## src/rtl/audio_cmd_ctrl_pkg.sv

```systemverilog
// Shared opcode and state encodings for the audio command controller,
// plus the command byte layout used by the decoder.
package audio_cmd_ctrl_pkg;

  localparam logic [1:0] OP_STOP = 2'b00;
  localparam logic [1:0] OP_PLAY = 2'b01;
  localparam logic [1:0] OP_MODE = 2'b10;
  localparam logic [1:0] OP_VOL  = 2'b11;

  localparam logic [1:0] S_IDLE  = 2'b00;
  localparam logic [1:0] S_PLAY  = 2'b01;
  localparam logic [1:0] S_DRAIN = 2'b10;

  typedef struct packed {
    logic [1:0] op;
    logic [5:0] arg;
  } cmd_t;

  // True when no argument bit at or above position w is set.
  function automatic logic arg_fits(input logic [5:0] arg, input int w);
    return (arg >> w) == 6'd0;
  endfunction

endpackage

```

## src/rtl/audio_cmd_ctrl_pwm_gain.sv

```systemverilog
// Volume gate for the sequencer tone: a free-running carrier counter compared
// against the volume, with a registered output.
module audio_pwm_gain #(
  parameter int VOL_W = 4
) (
  input  logic             i_clk,
  input  logic             i_rst,
  input  logic             i_pulse,
  input  logic             i_en,
  input  logic [VOL_W-1:0] i_vol,
  output logic             o_pulse
);

  logic [VOL_W-1:0] cnt_q, cnt_d;
  logic             pulse_q, pulse_d;
  logic             gate;

  // Full-scale volume passes the tone untouched instead of dropping one slot.
  assign gate    = (&i_vol) | (cnt_q < i_vol);
  assign cnt_d   = cnt_q + 1'b1;
  assign pulse_d = i_pulse & i_en & gate;

  always_ff @(posedge i_clk) begin
    if (i_rst) begin
      cnt_q   <= '0;
      pulse_q <= 1'b0;
    end else begin
      cnt_q   <= cnt_d;
      pulse_q <= pulse_d;
    end
  end

  assign o_pulse = pulse_q;

endmodule

```

## src/rtl/audio_cmd_ctrl.sv

```systemverilog
// Byte-command decoder and playback FSM sitting between uart_rx and the music
// sequencer: track select/restart/enable, finish vs. cut, looping, 1-deep queue.
module audio_cmd_ctrl
  import audio_cmd_ctrl_pkg::*;
#(
  parameter int TRACK_W        = 2,
  parameter int VOL_W          = 4,
  parameter bit DEFAULT_FINISH = 1'b1,
  parameter bit LED_ACTIVE_LOW = 1'b1
) (
  input  logic               i_clk,
  input  logic               i_rst,
  input  logic [7:0]         i_rx_data,
  input  logic               i_rx_valid,
  input  logic               i_track_done,
  input  logic               i_pulse,
  output logic               o_play_en,
  output logic [TRACK_W-1:0] o_track_sel,
  output logic               o_restart,
  output logic               o_pulse,
  output logic               o_led,
  output logic               o_busy,
  output logic               o_cmd_err
);

  cmd_t               cmd;
  logic               cmd_ok;
  logic [TRACK_W-1:0] arg_trk;

  logic [1:0]         state_q, state_d;
  logic               finish_q, finish_d;
  logic               loop_q, loop_d;
  logic [VOL_W-1:0]   vol_q, vol_d;
  logic               pend_vld_q, pend_vld_d;
  logic [TRACK_W-1:0] pend_trk_q, pend_trk_d;
  logic               done_flag_q, done_flag_d;
  logic               done_prev_q;
  logic [TRACK_W-1:0] track_q, track_d;
  logic               play_en_q, play_en_d;
  logic               restart_q, restart_d;
  logic               restart_dly_q;
  logic               err_q, err_d;
  logic               done_rise, consume, busy;

  assign cmd     = cmd_t'(i_rx_data);
  assign arg_trk = cmd.arg[TRACK_W-1:0];

  always_comb begin
    cmd_ok = 1'b0;
    case (cmd.op)
      OP_STOP: cmd_ok = (cmd.arg == 6'd0);
      OP_PLAY: cmd_ok = arg_fits(cmd.arg, TRACK_W);
      OP_MODE: cmd_ok = arg_fits(cmd.arg, 2);
      default: cmd_ok = arg_fits(cmd.arg, VOL_W);
    endcase
  end

  // Done edges right after a restart belong to the track being left behind.
  assign done_rise = i_track_done & ~done_prev_q & ~restart_q & ~restart_dly_q;

  always_comb begin
    state_d    = state_q;
    finish_d   = finish_q;
    loop_d     = loop_q;
    vol_d      = vol_q;
    pend_vld_d = pend_vld_q;
    pend_trk_d = pend_trk_q;
    track_d    = track_q;
    play_en_d  = play_en_q;
    restart_d  = 1'b0;
    err_d      = 1'b0;
    consume    = 1'b0;

    if (i_rx_valid) begin
      if (!cmd_ok) begin
        err_d = 1'b1;
      end else begin
        case (cmd.op)
          OP_PLAY: begin
            if (state_q == S_IDLE) begin
              track_d   = arg_trk;
              restart_d = 1'b1;
              play_en_d = 1'b1;
              state_d   = S_PLAY;
            end else if (state_q == S_PLAY && !finish_q) begin
              track_d   = arg_trk;
              restart_d = 1'b1;
            end else begin
              pend_vld_d = 1'b1;
              pend_trk_d = arg_trk;
            end
          end
          OP_STOP: begin
            if (state_q == S_PLAY) begin
              if (finish_q) begin
                state_d = S_DRAIN;
              end else begin
                state_d    = S_IDLE;
                play_en_d  = 1'b0;
                pend_vld_d = 1'b0;
              end
            end
          end
          OP_MODE: begin
            finish_d = cmd.arg[0];
            loop_d   = cmd.arg[1];
          end
          default: vol_d = cmd.arg[VOL_W-1:0];
        endcase
      end
    end else if (done_flag_q && state_q != S_IDLE) begin
      consume = 1'b1;
      if (pend_vld_q) begin
        track_d    = pend_trk_q;
        restart_d  = 1'b1;
        pend_vld_d = 1'b0;
        state_d    = S_PLAY;
      end else if (state_q == S_PLAY && loop_q) begin
        restart_d = 1'b1;
      end else begin
        state_d   = S_IDLE;
        play_en_d = 1'b0;
      end
    end

    done_flag_d = done_flag_q;
    if (consume)   done_flag_d = 1'b0;
    if (done_rise) done_flag_d = 1'b1;
    if (restart_d) done_flag_d = 1'b0;
  end

  always_ff @(posedge i_clk) begin
    if (i_rst) begin
      state_q       <= S_IDLE;
      finish_q      <= DEFAULT_FINISH;
      loop_q        <= 1'b0;
      vol_q         <= '1;
      pend_vld_q    <= 1'b0;
      done_flag_q   <= 1'b0;
      done_prev_q   <= i_track_done;
      track_q       <= '0;
      play_en_q     <= 1'b0;
      restart_q     <= 1'b0;
      restart_dly_q <= 1'b0;
      err_q         <= 1'b0;
    end else begin
      state_q       <= state_d;
      finish_q      <= finish_d;
      loop_q        <= loop_d;
      vol_q         <= vol_d;
      pend_vld_q    <= pend_vld_d;
      done_flag_q   <= done_flag_d;
      done_prev_q   <= i_track_done;
      track_q       <= track_d;
      play_en_q     <= play_en_d;
      restart_q     <= restart_d;
      restart_dly_q <= restart_q;
      err_q         <= err_d;
    end
  end

  // Queued track is only meaningful while pend_vld_q is set.
  always_ff @(posedge i_clk) begin
    pend_trk_q <= pend_trk_d;
  end

  audio_pwm_gain #(.VOL_W(VOL_W)) u_pwm (
    .i_clk   (i_clk),
    .i_rst   (i_rst),
    .i_pulse (i_pulse),
    .i_en    (play_en_q),
    .i_vol   (vol_q),
    .o_pulse (o_pulse)
  );

  assign busy        = (state_q != S_IDLE);
  assign o_busy      = busy;
  assign o_led       = LED_ACTIVE_LOW ? ~busy : busy;
  assign o_play_en   = play_en_q;
  assign o_track_sel = track_q;
  assign o_restart   = restart_q;
  assign o_cmd_err   = err_q;

endmodule
```

## config.mk

```make
export PLATFORM = sky130hd
export DESIGN_NAME = audio_cmd_ctrl
export DESIGN_NICKNAME = d
export VERILOG_FILES = /design/src/rtl/audio_cmd_ctrl_pkg.sv /design/src/rtl/audio_cmd_ctrl_pwm_gain.sv /design/src/rtl/audio_cmd_ctrl.sv
export SDC_FILE = /design/constraint.sdc
export NUM_CORES = 1
export LEC_CHECK = 0
export ABC_AREA = 1
export BUFFER_PORTS_ARGS = -buffer_cell sky130_fd_sc_hd__buf_4
export CAP_MARGIN = 20
export CORE_MARGIN = 8
export CORE_UTILIZATION = 55
export DETAILED_ROUTE_END_ITERATION = 10
export PLACE_DENSITY = 0.85
export SYNTH_ARGS = -nofsm -noshare
export SYNTH_HDL_FRONTEND = slang
export SYNTH_SLANG_ARGS = --single-unit
```

## constraint.sdc

```tcl
create_clock -name i_clk -period 1.51 [get_ports i_clk]
set_input_delay 0.151 -clock i_clk [delete_from_list [all_inputs] [get_ports i_clk]]
set_output_delay 0.151 -clock i_clk [all_outputs]
set_load 0.1 [all_outputs]
```

---- Word level (Yosys, flattened, before mapping) ----
Index checks and enable logic that the tools add are counted.
word-level totals
  register bits after elaboration ......... 24
  bits of input ports ..................... 13
  word-level logic and storage cells ...... 116
operators by class
  $add $sub $neg .......................... 1
  magnitude comparators ................... 1
  eq/ne operators ......................... 15
  mux-type cells .......................... 45
  bitwise operators ....................... 14
  reductions and logical operators ........ 25
operators with widths
  kind                 number
  $mux 2               15
  $mux 1               26
  $logic_not 6->1      3
  $ne 3x3->1 const B   6
  $reduce_and 5->1     2
  $not 1->1            8
  $reduce_and 8->1     1
  $reduce_bool 2->1    4
  $reduce_and 7->1     1
  $ne 3x1->1 const B   2
  $pmux 1 s2           3
  $reduce_and 3->1     2
  $reduce_and 6->1     1
  $reduce_or 2->1      3
  $and 1x1->1          5
  $add 4x1->4 const B  1
  $eq 2x1->1 const B   2
  $logic_not 2->1      2
  $lt 4x4->1           1
  $ne 2x1->1 const B   2
  $ne 2x2->1 const B   2
  $pmux 2 s2           1
  $reduce_and 4->1     1
  $logic_and 1x1->1    3
  4 further kinds      4

---- Logic depth before layout (Yosys ltp) ----
Gate-level depths: netlist of run 1.
  depth in word-level cells ............... 8
  mapped depth ............................ 12

---- Hierarchy ----
A second synthesis of run 1 with hierarchy kept.
unflattened totals
  cell total of the unflattened synthesis .. 165
  area, all modules ....................... 1246.2 µm²
modules (own cells, without submodules)
  module          instances  cells each  area each (µm²)  sequential area each (µm²)
  audio_cmd_ctrl  1          132         982.2            400.4
  audio_pwm_gain  1          33          264.0            100.1

---- Least setup slack after synthesis of run 1 ----
OpenSTA, ideal clock, no wires.
  path type ............................... reg-to-output
  from .................................... register state_q[0]
  to ...................................... output port o_led
  arrival ................................. 1.485 ns
  data required time ...................... 1.359 ns
  slack ................................... -0.126 ns
  stages on the path, launching flop included .. 4
  buffers on the path ..................... 0
  cells stage by stage .................... dfxtp_1 inv_1 nand2_2 inv_1
between the ends
  cells in the longest elaborated chain, start to end .. 2
ends and longest elaborated chain
  item                    line                   text
  start, declared         audio_cmd_ctrl.sv:30   logic [1:0] state_q, state_d;
  start signal, assigned  audio_cmd_ctrl.sv:147  state_q <= state_d;
  $reduce_bool 2->1       audio_cmd_ctrl.sv:176  assign busy = (state_q != S_IDLE);
  named net o_busy        audio_cmd_ctrl.sv:22   output logic o_busy,
  $not 1->1               audio_cmd_ctrl.sv:178  assign o_led = LED_ACTIVE_LOW ? ~busy : busy;
  end, declared           audio_cmd_ctrl.sv:21   output logic o_led,
The timed path passes the listed nets, and every way through them passes these cells.

---- Final worst setup path of run 1 ----
  from .................................... register state_q[0]
  to ...................................... output port o_led
between the ends
  cells in the longest elaborated chain, start to end .. 2
ends and longest elaborated chain
  item               line
  $reduce_bool 2->1  audio_cmd_ctrl.sv:176
  $not 1->1          audio_cmd_ctrl.sv:178
No other way between the ends.

==> qor.yml, run 1 <==
outcome: "finished clean"
io_buffers: 20
core-area_mm2: 0.002233
synthMuxAreaShare_pct: 0
fill_cells: 203
rr_endpoint: "state_q[0]"
vias: 1179
drcViolationCount: 0
async_flop_share_pct: 0
area_growth_pct: 16.12
regArea_um2: 500.5
fin_worst_skew_ns: 0.008572
grt_pass1_vias: 1173
multi_input_area_um2: 678.2
p_per_area_mw_per_mm2: 830.0
drt_iter0_drc: 31
synth_edf_count: 2
layout_common_cells: "nand2_1 (40), inv_1 (24), dfxtp_1 (22)"
ys_seq_area_share_pct: 38.39
syn_nets: 198
worstSetupPathType: "register to output pin"
layout_commonest_cell: "nand2_1"
final_antenna_net_count: 0
synth-xor-area-share_pct: 1.344
critPathLaunch: "state_q[0]"
min_period_ns: 1.365
cts_root_buf: "clkbuf_4"
crit_required_ns: 1.36
synth.top_cell.area_share_pct: 33.78
timing.hold.ws_ns: 0.05733
synthFlopType: "dfxtp_1"
yosys.cell_types.count: 30
hpwlAfterDp_um: 2249
post-cts-setup-buffers: 0
cts_tree: "yes"
initial_utilization_pct: 58.38
finalHoldViolCount: 0
finalWirelength_um: 2793
fmax_mhz: 732.7
final-setup-viol-count: 0
r2r_slack_ns: 0.27
synth_compound_area_share_pct: 4.798
drive_gt1_share_pct: 19.70
yosys_warnings: 0
worst_hold_startpoint: "i_rx_data[0]"
htree_num_levels: 1
p_leak_nw: 0.8130
row_count: 17
synth_area_per_cell_um2: 7.408
gp_congestion: 0.9367
yosysTopAreaCell: "dfxtp_1"
grt_max_degree: 14
vdd_ir_drop_max_mv: 0.6196
min_to: "pend_trk_q[0]"
fin_crit_sh_pct: 90.38
gr-usage-all-layers_pct: 14.25
max_slew_margin_pct: 74.52
synth_top_family_by_area: "simple AND/OR/NAND/NOR gates"
clock_latency_ns: 0.31
final_nets: 221
die_area_mm2: 0.004184
clock_sinks: 24
cp-end-kind: "output pin"
grt_pass1_wl_um: 4912
netlist_instances: 176
path_clk_slew_ns: 0.12
cap_violations: 0
critPathLaunchType: "register"
top_level_ports: 21
antenna_found_initial: 0
synth_fa_ha_area_share_pct: 8.637
worstPathArrival_ns: 1.21
holdCritPathClass: "input pin to register"
die_h_um: 64.69
rsz0062_at_grt: "no"
crit_fanout: 5
r2r_cells: 8
rr_startpoint: "state_q[0]"
numCtsBuffers: 3
synth.cell_area_mm2: 0.001304
grt_overflow_total: 0
synthSimpleGateAreaFrac_pct: 36.85
finalMaxSlewViolations: 0
die_w_um: 64.69
first_pass_iters: 4
worst_slack_ns: 0.1452
synth_area_leaders: "dfxtp_1 (34%), nand2_1 (12%), ha_1 (8.6%)"
tns_ns: 0
postCtsResizedCells: 0
worst_pin_slew_ns: 0.3818
wl_per_cell_um: 12.36
place_ws_ns: 0.04436
viasPerCell: 5.217
ys_ff_latch: 24
cts.path.max_buffers: 2
hold_depth: 1
antenna_cells: 0
-- cell type report --
cell class                      count  area share [%]
Inverter                           28           7.521
Multi-Input combinational cell    121           44.79
Clock buffer                        4           1.736
Timing Repair Buffer               21           10.58
Tap cell                           28           2.314
Sequential cell                    24           33.06
-- worst max path at each step --
stage,endpoint,depth (start not counted)
2_1_floorplan,done_flag_q,3
3_3_place_gp,pend_trk_q[0],9
3_5_place_dp,pend_trk_q[0],9
4_1_cts,o_led,4
5_1_grt,o_led,4
6_report,o_led,4
-- report_power, final --
part,internal (mW),switching [mW]
combinational,0.0901,0.209
clock,0.103,0.174
sequential,0.664,0.0165
total,0.857,0.399
-- routing by layer --
metal	part of all wire [%]	track usage [%]	vias up
li1	-	-	597
met2	51	25.84	33
met4	1.7	5.450	0
met3	4.7	2.405	6
met5	0	0	-
met1	43	16.18	543
-- Yosys cell counts, drive strengths merged, types with 2 or more instances --
cell type and count:
dfxtp 22, nand4 5, inv 28, ha 9, o21ai 2, nand3 22, buf 2, nor2 23
edfxtp 2, nand2 47, a21oi 4
-- metrics by stage --
step | area [um^2] | util [%] | power, mW | std cells
3_3_place_gp | 1478 | 66.16 | 0.9819 | 221
4_1_cts | 1514 | 67.79 | 1.263 | 226
3_5_place_dp | 1478 | 66.16 | 0.9907 | 221
6_report | 1514 | 67.79 | 1.257 | 226
5_1_grt | 1514 | 67.79 | 1.322 | 226
2_1_floorplan | 1313 | - | 0.9122 | 176
-- timing repair --
action / in CTS / in global routing
hold buffers: 1 / 0
setup endpoints to repair: 0 / 0
hold endpoints to repair: 1 / 0
-- sequential cells by signal, summed over array words and instances, names as in the netlist --
| signal | cells |
|---|---|
| u_pwm.cnt_q | 4 |
| vol_q | 4 |
| o_track_sel | 2 |
| pend_trk_q | 2 |
| state_q | 2 |
| done_flag_q | 1 |
| done_prev_q | 1 |
| finish_q | 1 |
| loop_q | 1 |
| o_cmd_err | 1 |
| o_play_en | 1 |
| o_restart | 1 |
| pend_vld_q | 1 |
| restart_dly_q | 1 |
| u_pwm.o_pulse | 1 |
-- logic make-up after synthesis --
group	Yosys count
buffers and inverters	31
flip-flops	24
AND/OR/NAND/NOR	100
XOR/XNOR	2
AO/OA/AOI/OAI	10
adder cells (fa/ha/maj)	9
-- worst max-delay path, cell delays in order (launching register included) --
cell and delay (ns):
dfxtp_1 0.35, inv_1 0.12, nand2_4 0.09, clkinvlp_4 0.07, buf_4 0.28
(Power assumes the default switching activity.)
==> inputs of run 2 (changes only) <==
- CELL_PAD_IN_SITES_DETAIL_PLACEMENT: not set -> 1
- CELL_PAD_IN_SITES_GLOBAL_PLACEMENT: not set -> 1
- CORE_UTILIZATION: 55 -> 40
==> run 2 against run 1 <==
  * Clock power rose by 71%
  * Critical path depth stayed put
  * Sequential power about the same
  * Maximum frequency down 2.1%
  * Cell count grew 7.1%
  * Routed wire length rose by 13%
  * Sequential share of layout area shrank 0.98 points
  * Critical endpoint unchanged
  * Flip-flop and latch count stayed put
  * Count of clock-buffer cells in the layout decreased by 1
==> qor.yml, run 2 (synthesis gave the netlist of run 1 again) <==
r2r_slack_ns: 0.23  # was 0.27 ns
wl_per_cell_um: 13.00  # was 12.36 um
hold_depth: 1  # unchanged
vias: 1176  # was 1179
crit_end: "o_led"  # unchanged
area_growth_pct: 19.67  # was 16.12%
postCtsResizedCells: 0  # unchanged
die_area_mm2: 0.005342  # was 0.004184 mm^2
crit_fanout: 5  # unchanged
post-cts-setup-buffers: 0  # unchanged
worstPathArrival_ns: 1.24  # was 1.21 ns
final_antenna_net_count: 0  # unchanged
drcViolationCount: 0  # unchanged
antenna_found_initial: 0  # unchanged
vdd_ir_drop_max_mv: 0.5104  # was 0.6196 mV
cts.path.max_buffers: 2  # unchanged
layout_common_cells: "nand2_1 (40), inv_1 (24), dfxtp_1 (22)"  # unchanged
gp_congestion: 0.8577  # was 0.9367
drt_iter0_drc: 39  # was 31
die_w_um: 73.09  # was 64.69 um
finalMaxSlewViolations: 0  # unchanged
viasPerCell: 4.860  # was 5.217
path_clk_slew_ns: 0.14  # was 0.12 ns
cts_root_buf: "clkbuf_4"  # unchanged
rsz0062_at_grt: "no"  # unchanged
fmax_mhz: 717.1  # was 732.7 MHz
grt_pass1_vias: 1308  # was 1173
critPathLaunch: "state_q[0]"  # unchanged
grt_max_degree: 15  # was 14
r2r_cells: 8  # unchanged
reg_top3: "u_pwm.cnt_q (4), vol_q (4)"  # unchanged
min_period_ns: 1.394  # was 1.365 ns
rr_endpoint: "state_q[0]"  # unchanged
p_leak_nw: 0.8259  # was 0.8130 nW
crit_required_ns: 1.36  # about the same
holdCritPathClass: "input pin to register"  # unchanged
fill_cells: 414  # was 203
hpwlAfterDp_um: 2668  # was 2249 um
p_total_mw: 1.454  # was 1.257 mW
gr-usage-all-layers_pct: 13.41  # was 14.25%
clock_sinks: 24  # unchanged
grt_pass1_wl_um: 5664  # was 4912 um
max_slew_margin_pct: 74.52  # about the same
rr_startpoint: "state_q[0]"  # unchanged
cp-end-kind: "output pin"  # unchanged
outcome: "finished clean"  # unchanged
finalWirelength_um: 3145  # was 2793 um
multi_input_area_um2: 678.2  # unchanged
fin_worst_skew_ns: 0.002667  # was 0.008572 ns
die_h_um: 73.09  # was 64.69 um
core-area_mm2: 0.003078  # was 0.002233 mm^2
fin_crit_sh_pct: 92.35  # was 90.38%
cap_violations: 0  # unchanged
cts_hold_repair.buffers: 1  # unchanged
numCtsBuffers: 3  # unchanged
regArea_um2: 500.5  # unchanged
initial_utilization_pct: 42.36  # was 58.38%
first_pass_iters: 4  # unchanged
antenna_cells: 0  # unchanged
row_count: 20  # was 17
cts_tree: "yes"  # unchanged
drive_gt1_share_pct: 20.20  # was 19.70%
worstSetupPathType: "register to output pin"  # unchanged
final_nets: 221  # unchanged
io_buffers: 20  # unchanged
worst_slack_ns: 0.1155  # was 0.1452 ns
htree_num_levels: 1  # unchanged
layout_commonest_cell: "nand2_1"  # unchanged
top_level_ports: 21  # unchanged
place_ws_ns: -0.005287  # was 0.04436 ns
finalHoldViolCount: 0  # unchanged
clock_latency_ns: 0.32  # was 0.31 ns
final-setup-viol-count: 0  # unchanged
grt_overflow_total: 0  # unchanged
worst_pin_slew_ns: 0.3817  # was 0.3818 ns
critPathLaunchType: "register"  # unchanged
p_per_area_mw_per_mm2: 932.2  # was 830.0 mW/mm^2
-- run 2: changes by cell type in the layout (fill, tap and decap cells not counted), sizes merged --
cell / before / now
bufinv: 0 / 1
clkbuf: 4 / 3
-- run 2: per-layer routing --
metal  global-route usage (%)  wire length, um  up-vias
met5                        0                0        -
met4                    7.333               90        0
met3                    2.885              136        8
met2                    22.44             1457       29
met1                    15.42             1462      538
li1                         -                -      601
-- run 2: cell type report --
| type | instances | share of cell area (%) |
|---|---|---|
| multi-input combinational | 121 | 43.46 |
| sequential | 24 | 32.08 |
| timing repair buffer | 21 | 10.26 |
| inverter | 28 | 7.297 |
| tap | 44 | 3.528 |
| clock inverter | 1 | 1.925 |
| clock buffer | 3 | 1.443 |
-- run 2: per-stage QoR --
stage	TNS (ns)	utilization [%]	hold slack [ns]	instances	instance area, um^2
after floorplan	0	-	0.1787	176	1313
after global placement	0	48.66	0.2641	237	1498
after detailed placement	-0.01502	48.66	0.2697	237	1498
after CTS	0	50.69	0.02311	242	1560
after global routing	0	50.69	0.01162	242	1560
final	0	50.69	0.04174	242	1560
-- run 2: report_power, final --
group | internal [mW] | switching [mW]
sequential | 0.664 | 0.0155
combinational | 0.0902 | 0.211
clock | 0.269 | 0.205
total | 1.02 | 0.431
-- run 2: how the worst min path moves through the flow --
stage,startpoint,endpoint,slack [ns]
6_report,i_rx_data[0],pend_trk_q[0],0.04
3_5_place_dp,i_track_done,done_prev_q,0.27
4_1_cts,i_rx_data[0],pend_trk_q[0],0.02
3_3_place_gp,i_track_done,done_prev_q,0.26
5_1_grt,i_rx_data[0],pend_trk_q[0],0.01
2_1_floorplan,i_track_done,done_prev_q,0.18
-- run 2: critical path, cell delays in order (launching register included) --
cell and delay (ns):
dfxtp_1 0.35, inv_1 0.13, nand2_4 0.09, clkinvlp_4 0.07, buf_4 0.27
